`src/rtl/uart_cmd_pkg.sv`:
```
// rtl/uart_cmd_pkg.sv - shared state type, frame constants and checksum for the UART command parser
// FRAME_LEN is 4 with CMD_CHECKSUM_EN defined, otherwise 3.
package uart_cmd_pkg;

  typedef enum logic [1:0] {
    S_IDLE = 2'd0,
    S_ADDR = 2'd1,
    S_DATA = 2'd2,
    S_CHK  = 2'd3
  } state_t;

  localparam logic [7:0] DEFAULT_SYNC_BYTE = 8'hA5;

`ifdef CMD_CHECKSUM_EN
  localparam int FRAME_LEN = 4;
`else
  localparam int FRAME_LEN = 3;
`endif

  function automatic logic [7:0] checksum(input logic [7:0] addr, input logic [7:0] data);
    return addr + data;
  endfunction

endpackage

```
`src/rtl/uart_cmd_timeout.sv`:
```
// rtl/uart_cmd_timeout.sv - inter-byte idle timer for the UART command parser
// expire is asserted in the last allowed idle cycle unless clear arrives in that same cycle.
module uart_cmd_timeout #(
  parameter int TIMEOUT_CYCLES = 1_000_000
) (
  input  logic clk,
  input  logic reset,
  input  logic clear,
  input  logic run,
  output logic expire
);

  localparam int TW = $clog2(TIMEOUT_CYCLES);
  localparam logic [TW-1:0] LAST = TW'(TIMEOUT_CYCLES - 1);

  logic [TW-1:0] timer_q, timer_d;

  assign expire = run && !clear && (timer_q == LAST);

  always_comb begin
    timer_d = timer_q + TW'(1);
    if (clear || !run || expire) begin
      timer_d = '0;
    end
  end

  always_ff @(posedge clk) begin
    if (reset) begin
      timer_q <= '0;
    end else begin
      timer_q <= timer_d;
    end
  end

endmodule

```
`src/rtl/uart_cmd_parser.sv`:
```
// rtl/uart_cmd_parser.sv - decodes [SYNC, ADDR, DATA(, CHK)] byte frames into register-write strobes
// CMD_CHECKSUM_EN adds the checksum byte and its compare; without it frame_err comes only from timeout.
module uart_cmd_parser
  import uart_cmd_pkg::*;
#(
  parameter logic [7:0] SYNC_BYTE      = DEFAULT_SYNC_BYTE,
  parameter int         TIMEOUT_CYCLES = 1_000_000,
  parameter int         CNT_W          = 16
) (
  input  logic             clk,
  input  logic             reset,
  input  logic [7:0]       rx_data,
  input  logic             rx_valid,
  output logic             wr_en,
  output logic [7:0]       wr_addr,
  output logic [7:0]       wr_data,
  output logic             frame_err,
  output logic             busy,
  output logic [CNT_W-1:0] frame_count,
  output logic [CNT_W-1:0] err_count
);

  state_t           state_q, state_d;
  logic [7:0]       addr_q, addr_d;
  logic             wr_en_q, wr_en_d;
  logic [7:0]       wr_addr_q, wr_addr_d;
  logic [7:0]       wr_data_q, wr_data_d;
  logic             frame_err_q, frame_err_d;
  logic [CNT_W-1:0] frame_count_q, frame_count_d;
  logic [CNT_W-1:0] err_count_q, err_count_d;
  logic             expire;
`ifdef CMD_CHECKSUM_EN
  logic [7:0]       data_q, data_d;
`endif

  uart_cmd_timeout #(
    .TIMEOUT_CYCLES(TIMEOUT_CYCLES)
  ) u_timeout (
    .clk   (clk),
    .reset (reset),
    .clear (rx_valid),
    .run   (state_q != S_IDLE),
    .expire(expire)
  );

  always_comb begin
    state_d       = state_q;
    addr_d        = addr_q;
    wr_en_d       = 1'b0;
    wr_addr_d     = wr_addr_q;
    wr_data_d     = wr_data_q;
    frame_err_d   = 1'b0;
    frame_count_d = frame_count_q;
    err_count_d   = err_count_q;
`ifdef CMD_CHECKSUM_EN
    data_d        = data_q;
`endif

    if (rx_valid) begin
      case (state_q)
        S_IDLE: begin
          if (rx_data == SYNC_BYTE) begin
            state_d = S_ADDR;
          end
        end
        // A second SYNC here is a legal address, not a restart.
        S_ADDR: begin
          addr_d  = rx_data;
          state_d = S_DATA;
        end
        S_DATA: begin
`ifdef CMD_CHECKSUM_EN
          data_d  = rx_data;
          state_d = S_CHK;
`else
          state_d   = S_IDLE;
          wr_en_d   = 1'b1;
          wr_addr_d = addr_q;
          wr_data_d = rx_data;
`endif
        end
        default: begin
          state_d = S_IDLE;
`ifdef CMD_CHECKSUM_EN
          if (rx_data == checksum(addr_q, data_q)) begin
            wr_en_d   = 1'b1;
            wr_addr_d = addr_q;
            wr_data_d = data_q;
          end else begin
            frame_err_d = 1'b1;
          end
`endif
        end
      endcase
    end else if (expire) begin
      state_d     = S_IDLE;
      frame_err_d = 1'b1;
    end

    if (wr_en_d) begin
      frame_count_d = frame_count_q + CNT_W'(1);
    end
    if (frame_err_d && (err_count_q != {CNT_W{1'b1}})) begin
      err_count_d = err_count_q + CNT_W'(1);
    end
  end

  always_ff @(posedge clk) begin
    if (reset) begin
      state_q       <= S_IDLE;
      addr_q        <= '0;
      wr_en_q       <= 1'b0;
      wr_addr_q     <= '0;
      wr_data_q     <= '0;
      frame_err_q   <= 1'b0;
      frame_count_q <= '0;
      err_count_q   <= '0;
`ifdef CMD_CHECKSUM_EN
      data_q        <= '0;
`endif
    end else begin
      state_q       <= state_d;
      addr_q        <= addr_d;
      wr_en_q       <= wr_en_d;
      wr_addr_q     <= wr_addr_d;
      wr_data_q     <= wr_data_d;
      frame_err_q   <= frame_err_d;
      frame_count_q <= frame_count_d;
      err_count_q   <= err_count_d;
`ifdef CMD_CHECKSUM_EN
      data_q        <= data_d;
`endif
    end
  end

  assign wr_en       = wr_en_q;
  assign wr_addr     = wr_addr_q;
  assign wr_data     = wr_data_q;
  assign frame_err   = frame_err_q;
  assign busy        = (state_q != S_IDLE);
  assign frame_count = frame_count_q;
  assign err_count   = err_count_q;

endmodule

```
`config.mk`:
```
export PLATFORM = sky130hd
export DESIGN_NAME = uart_cmd_parser
export DESIGN_NICKNAME = d
export VERILOG_FILES = /design/src/rtl/uart_cmd_pkg.sv /design/src/rtl/uart_cmd_timeout.sv /design/src/rtl/uart_cmd_parser.sv
export SDC_FILE = /design/constraint.sdc
export NUM_CORES = 1
export LEC_CHECK = 0
export CAP_MARGIN = 20
export CORE_MARGIN = 2
export CORE_UTILIZATION = 54
export CTS_BUF_LIST = sky130_fd_sc_hd__clkbuf_4 sky130_fd_sc_hd__clkbuf_8
export CTS_CLUSTER_DIAMETER = 40
export CTS_CLUSTER_SIZE = 25
export DETAILED_ROUTE_END_ITERATION = 6
export PLACE_DENSITY_LB_ADDON = 0.25
export SLEW_MARGIN = 20
export SYNTH_ARGS = -nofsm -noshare
export SYNTH_HDL_FRONTEND = slang
export SYNTH_SLANG_ARGS = --single-unit
export TNS_END_PERCENT = 20
```
`constraint.sdc`:
```
create_clock -name clk -period 2.5 [get_ports clk]
set_input_delay 0.5 -clock clk [delete_from_list [all_inputs] [get_ports clk]]
set_output_delay 0.5 -clock clk [all_outputs]
set_load 0.02 [all_outputs]
```
==> results of run 1 <==
[layout by cell type, fill, tap and decap left out, types with 10 or more instances in the layout]
| cell | netlist | layout |
|---|---|---|
| a21oi_1 | 29 | 29 |
| buf_4 | 0 | 10 |
| clkbuf_8 | 0 | 10 |
| clkdlybuf4s50_1 | 0 | 60 |
| dfxtp_1 | 80 | 80 |
| nand2_1 | 51 | 51 |
| nand3_1 | 14 | 14 |
| nand4_1 | 15 | 15 |
| nor2_1 | 57 | 57 |
| xnor2_1 | 15 | 15 |
| xor2_1 | 20 | 20 |
[kinds of logic after synthesis]
logic type | after synthesis
compound gates | 41
xor+xnor | 35
fa+ha+maj | 3
buf+inv | 23
flops | 80
mux | 12
simple gates | 202
[critical path, cell delays in order (launching register included)]
cell     delay, ps
dfxtp_1        350
ha_1           280
and3_1         240
and4_1         210
a211o_4        420
or4_1          490
a21oi_1        160
[Yosys cell counts (all sizes together), types with 4 or more instances]
cell type and instances:
a21oi 29, and2 4, and3 9, and4 5
buf 7, clkbuf 12, dfxtp 80, inv 4
mux2i 9, nand2 51, nand3 14, nand3b 6
nand4 16, nor2 57, nor3 8, nor4 6
o21ai 8, or3 9, xnor2 15, xor2 20
[power by group]
group / total, W / leakage, nW / switching (W) / internal [W]
registers: 0.00127 / 0.644 / 0.000000113 / 0.00127
clock network: 0.00111 / 0.120 / 0.000500 / 0.000607
logic: 0.0000438 / 0.773 / 0.0000252 / 0.0000187
[layer usage]
layer	vias to the layer above	global-route usage, %
met5	-	0
met4	0	8.36
met3	9	3.96
met2	64	34.3
met1	1392	28.2
li1	1487	-
[worst paths after layout]
path                      from             to  slack (ps)  cells past startpoint
hold reg to reg     wr_addr[6]     wr_addr[6]         460                      2
setup reg to reg  err_count[0]  err_count[11]         280                      6
hold / removal      wr_addr[6]     wr_addr[6]         460                      2
setup / recovery  err_count[0]  err_count[11]         280                      6
[sequential cells by signal (all words and copies together) (netlist names)]
signal,cells
wr_addr,8
frame_count,16
addr_q,8
state_q,2
err_count,16
u_timeout.timer_q,20
wr_en,1
wr_data,8
frame_err,1
[final cells by class]
type,count,area (sq um)
flip-flops and latches,80,1600
repair buffers,71,681
well taps,77,96.3
clock buffers,10,138
multi-input cells,293,1730
clock inverters,6,97.6
inverters,4,15.0
fillers,501,1880
[stage by stage]
step | util, % | area [sq um]
floorplan | - | 3440
global placement | 66.1 | 4130
detailed placement | 66.1 | 4130
CTS | 69.9 | 4360
global route | 69.9 | 4360
finish | 69.9 | 4360
==> summary.md, run 1 <==
| Metric | Value |
|---|---|
| Status | completed |
| Via Count | 2952 |
| Diodes inserted | 0 |
| # rows | 29 |
| Max-cap viol count | 0 |
| GRT Resource Usage Total | a little over a fifth |
| Die width | between 80 and 90 um |
| Hold Violations, Final | 0 |
| Die area | between 0.007 and 0.008 sq mm |
| VDD IR max | 0.417 mV |
| Setup TNS | 0 ps |
| Largest family of logic cells by synthesized area | simple AND/OR/NAND/NOR gates |
| #FFs+latches synth | 80 |
| PwrDens | between 500 and 600 mW/mm^2 |
| Pin count of the biggest net entering global routing | 48 |
| Longest Clk Path Bufs | 2 |
| Synth area leader | dfxtp_1 |
| Root Buffer | clkbuf_8 |
| Mapped Cells | approximately 400 |
| Dpl hpwl | slightly below 5000 um |
| Fin crit period | approximately 2200 ps |
| RSZ-0062 raised after global routing | no |
| Critical path peak fanout | 17 |
| Num Clock Sinks | 80 |
| CP endpoint kind | flop |
| Initial antenna violation count | 0 |
| Via/cell ratio | 5.46 |
| Layout Skew | roughly 10 ps |
| Placer Congestion | between 0.8 and 0.9 |
| Top cell type's share of synthesized area | between 40% and 50% |
| Drt total wl | a little over 7000 um |
| H-tree depth reported by CTS | 3 |
| Vias in the first global route | roughly 2700 |
| # setup viols final | 0 |
| Mux share of post-synthesis cell area | approximately 3.6% |
| Area grow syn2layout | 26.9% |
| Xor/xnor share of the synthesized area | 8.92% |
| Slew margin rel. | between 50 and 60% |
| Routed len/inst | about 13 um |
| Synth Cell Area | between 0.003 and 0.004 sq mm |
| WP data arrival | ~2500 ps |
| Max-slew violation count | 0 |
| Syn_area_per_cell | roughly 8.7 sq um |
| CTS buffer count | 9 |
| Register area share after synthesis | a little under half |
| Layout cells sized above 1 | around 7.8% |
| Synth Area in Compound Gates | 6.55% |
| Core ar. | between 0.006 and 0.007 sq mm |
| Fin nets | about 470 |
| Worst hold-check path type | flop to flop |
| Io pins | 62 |
| Global route overflow | 0 |
| Routed wl met3 | approximately 280 um |
| Post-cts resize count | 0 |
| Crit path launch type | flop |
| Syn_nets | slightly above 400 |
| Die Ht | about 84 um |
| DRT iter0 DRCs | between 150 and 200 |
| EDFF count, synth | 0 |
| DRT antenna net count | 0 |
| Hold_ws | 456 ps |
| Metal2 WL | ~3400 um |
| Number of remaining DRC errors | 0 |
| Clock insertion delay at the later pin of the skew report | around 350 ps |
| WS Path Type | flop to flop |
| Cell count after placement | about 530 |
| Dominant synthesized flop cell | dfxtp_1 |
| Setup WS pre-CTS | about 29 ps |
| Final period util | roughly nine tenths |
| Total setup buffers inserted after CTS | 0 |
| Async SR Flop Fraction | 0% |
| Post-Route M1 WL | ~3400 um |
| Fin cells | roughly 540 |
| First-pass detailed-route iteration total | 4 |
| Synth area leaders | dfxtp_1 47%, nor2_1 6.2%, nand2_1 5.6% |
| Hold_buf cts | 0 |
| Fin worst setup slack | 279 ps |
| I/O Buffers | 61 |
| Top layer in use | met4 |
| Unique masters post-synth | between 40 and 50 |
| Adder-cell share of the synthesized area | between 1 and 1.5% |
| First-pass GRT wire length | 12300 um |
| Synth warnings | 0 |
| Critical Path RT | 2780 ps |
| Initial Util | a little under three fifths |
| Fmax | approximately 450 MHz |
| Synth Area in Simple Gates | a little under a third |
| Post-layout total power | 0.00242 W |
| CTS tree | yes |
| Worst Max-Slew Pin Slew | 609 ps |
| P_leak | ~1.5 nW |
| Clk pin slew, worst setup/hold paths | 80 ps |
Power figures use the tool's default switching activity.
==> run 2: changes to the inputs <==
--- a/config.mk
+++ b/config.mk
@@ -12,7 +12,8 @@
 export CTS_CLUSTER_DIAMETER = 40
 export CTS_CLUSTER_SIZE = 25
 export DETAILED_ROUTE_END_ITERATION = 6
-export PLACE_DENSITY_LB_ADDON = 0.25
+export PLACE_DENSITY = 0.82
+export RECOVER_POWER = 25
 export SLEW_MARGIN = 20
 export SYNTH_ARGS = -nofsm -noshare
 export SYNTH_HDL_FRONTEND = slang
==> summary.md, run 2 (same netlist as run 1, synthesis figures left out) <==
| Metric | Value |
|---|---|
| Status | completed |
| Hold Violations, Final | 0 |
| DRT antenna net count | 0 |
| Core ar. | between 0.006 and 0.007 sq mm |
| Routed len/inst | 13.7 um |
| Via/cell ratio | about 5.5 |
| Fin crit period | roughly 2200 ps |
| Longest Clk Path Bufs | 2 |
| CP endpoint kind | flop |
| WP data arrival | between 2000 and 3000 ps |
| Die Ht | 83.8 um |
| Drt total wl | 7430 um |
| Final period util | 88.7% |
| Placer Congestion | approximately 0.82 |
| Worst Max-Slew Pin Slew | roughly 860 ps |
| Met2 GRT Util | a little over a third |
| Clock insertion delay at the later pin of the skew report | roughly 360 ps |
| Pin count of the biggest net entering global routing | 28 |
| GRT Resource Usage Total | approximately 22% |
| Met3 usage | under 10% |
| Initial Util | between 50% and 60% |
| Number of remaining DRC errors | 0 |
| Met1 usage | between 20 and 30% |
| Largest reg by FF count | u_timeout.timer_q |
| VDD IR max | 0.416 mV |
| Layout Skew | 9.89 ps |
| # fillers | 490 |
| Die width | 83.8 um |
| P_leak | between 1.5 and 2 nW |
| Total setup buffers inserted after CTS | 0 |
| Largest register FFs | 20 |
| Setup TNS | 0 ps |
| CTS buffer count | 9 |
| Die area | ~0.0070 sq mm |
| Vias in the first global route | ~2800 |
| Num Clock Sinks | 80 |
| Dpl hpwl | just over 5000 um |
| Slew margin rel. | roughly 43% |
| DRT iter0 DRCs | 123 |
| # rows | 29 |
| Initial antenna violation count | 0 |
| Crit path launch type | primary input |
| H-tree depth reported by CTS | 3 |
| Diodes inserted | 0 |
| Hold_buf cts | 0 |
| Most frequent cells in the layout | 80 x dfxtp_1, 59 x clkdlybuf4s50_1, 57 x nor2_1, 51 x nand2_1, 29 x a21oi_1 |
| Max-cap viol count | 0 |
| Worst hold-check path type | flop to flop |
| Global route overflow | 0 |
| Fin nets | around 470 |
| CTS tree | yes |
| Area grow syn2layout | 25.6% |
| Root Buffer | clkbuf_8 |
| Critical Path RT | between 2000 and 3000 ps |
| Io pins | 62 |
| First-pass GRT wire length | between 10000 and 15000 um |
| WS Path Type | primary input to flop |
| Layer with the highest usage | met2 |
| Clk pin slew, worst setup/hold paths | around 90 ps |
| Via Count | a little under 3000 |
| PwrDens | between 500 and 600 mW/mm^2 |
| Post-cts resize count | 0 |
| First-pass detailed-route iteration total | 4 |
| Fin util | about 69% |
| I/O Buffers | just over 60 |
| Most common cell after layout, fill and taps aside | dfxtp_1 |
| Multi-input gate area in the final layout | approximately 0.0017 sq mm |
| Layout cells sized above 1 | roughly 7.1% |
| Critical path peak fanout | 17 |
| Max-slew violation count | 0 |
| RSZ-0062 raised after global routing | no |
| Fmax | between 400 and 500 MHz |
| Register area | 0.00160 sq mm |
| # setup viols final | 0 |
## run 2: area by class of cell
type,instances,area share (%)
clock inverters,7,1.83
flip-flops and latches,80,37.1
clock buffers,9,2.87
inverters,4,0.348
repair buffers,71,15.5
multi-input cells,293,40.1
well taps,77,2.23
## run 2: final timing paths
kind | start | slack (ps) | cells past startpoint | to
max | rx_valid | 280 | 6 | err_count[11]
min | addr_q[6] | 460 | 2 | wr_addr[6]
max reg2reg | err_count[0] | 300 | 6 | err_count[11]
min reg2reg | addr_q[6] | 460 | 2 | wr_addr[6]
## run 2: through the flow
step	setup WS (ps)	area, sq um	hold slack (ps)	total power (W)	instances
floorplan	424	3440	430	0.00132	396
global placement	120	4130	438	0.00135	525
detailed placement	62.1	4130	446	0.00135	525
CTS	290	4330	461	0.00231	541
global route	139	4320	474	0.00237	541
finish	282	4320	459	0.00229	541
## run 2: critical path, cell delays in order
cell and delay [ps]:
dlygate4sd3_1 550, o21bai_1 200, nand3b_1 240, a211o_4 380, or4_1 490, a21oi_1 150
## run 2: routing by layer
layer,wire (um),part of all wire [%]
met5,0,0
met4,94,1.3
met3,397,5.3
met2,3570,48
met1,3370,45
## run 2: power breakdown
group | leakage (nW) | internal [W] | switching (W) | total [W]
combinational | 0.763 | 0.0000187 | 0.0000249 | 0.0000436
sequential | 0.644 | 0.00127 | 0.000000116 | 0.00127
clock | 0.104 | 0.000472 | 0.000504 | 0.000975
total | 1.51 | 0.00176 | 0.000529 | 0.00229
==> run 3: changes to the inputs <==
--- a/config.mk
+++ b/config.mk
@@ -14,7 +14,6 @@
 export DETAILED_ROUTE_END_ITERATION = 6
 export PLACE_DENSITY = 0.82
 export RECOVER_POWER = 25
-export SLEW_MARGIN = 20
 export SYNTH_ARGS = -nofsm -noshare
 export SYNTH_HDL_FRONTEND = slang
 export SYNTH_SLANG_ARGS = --single-unit
==> results of run 3 <==
No change in the layout: final DEF, timing and power equal those of run 2.
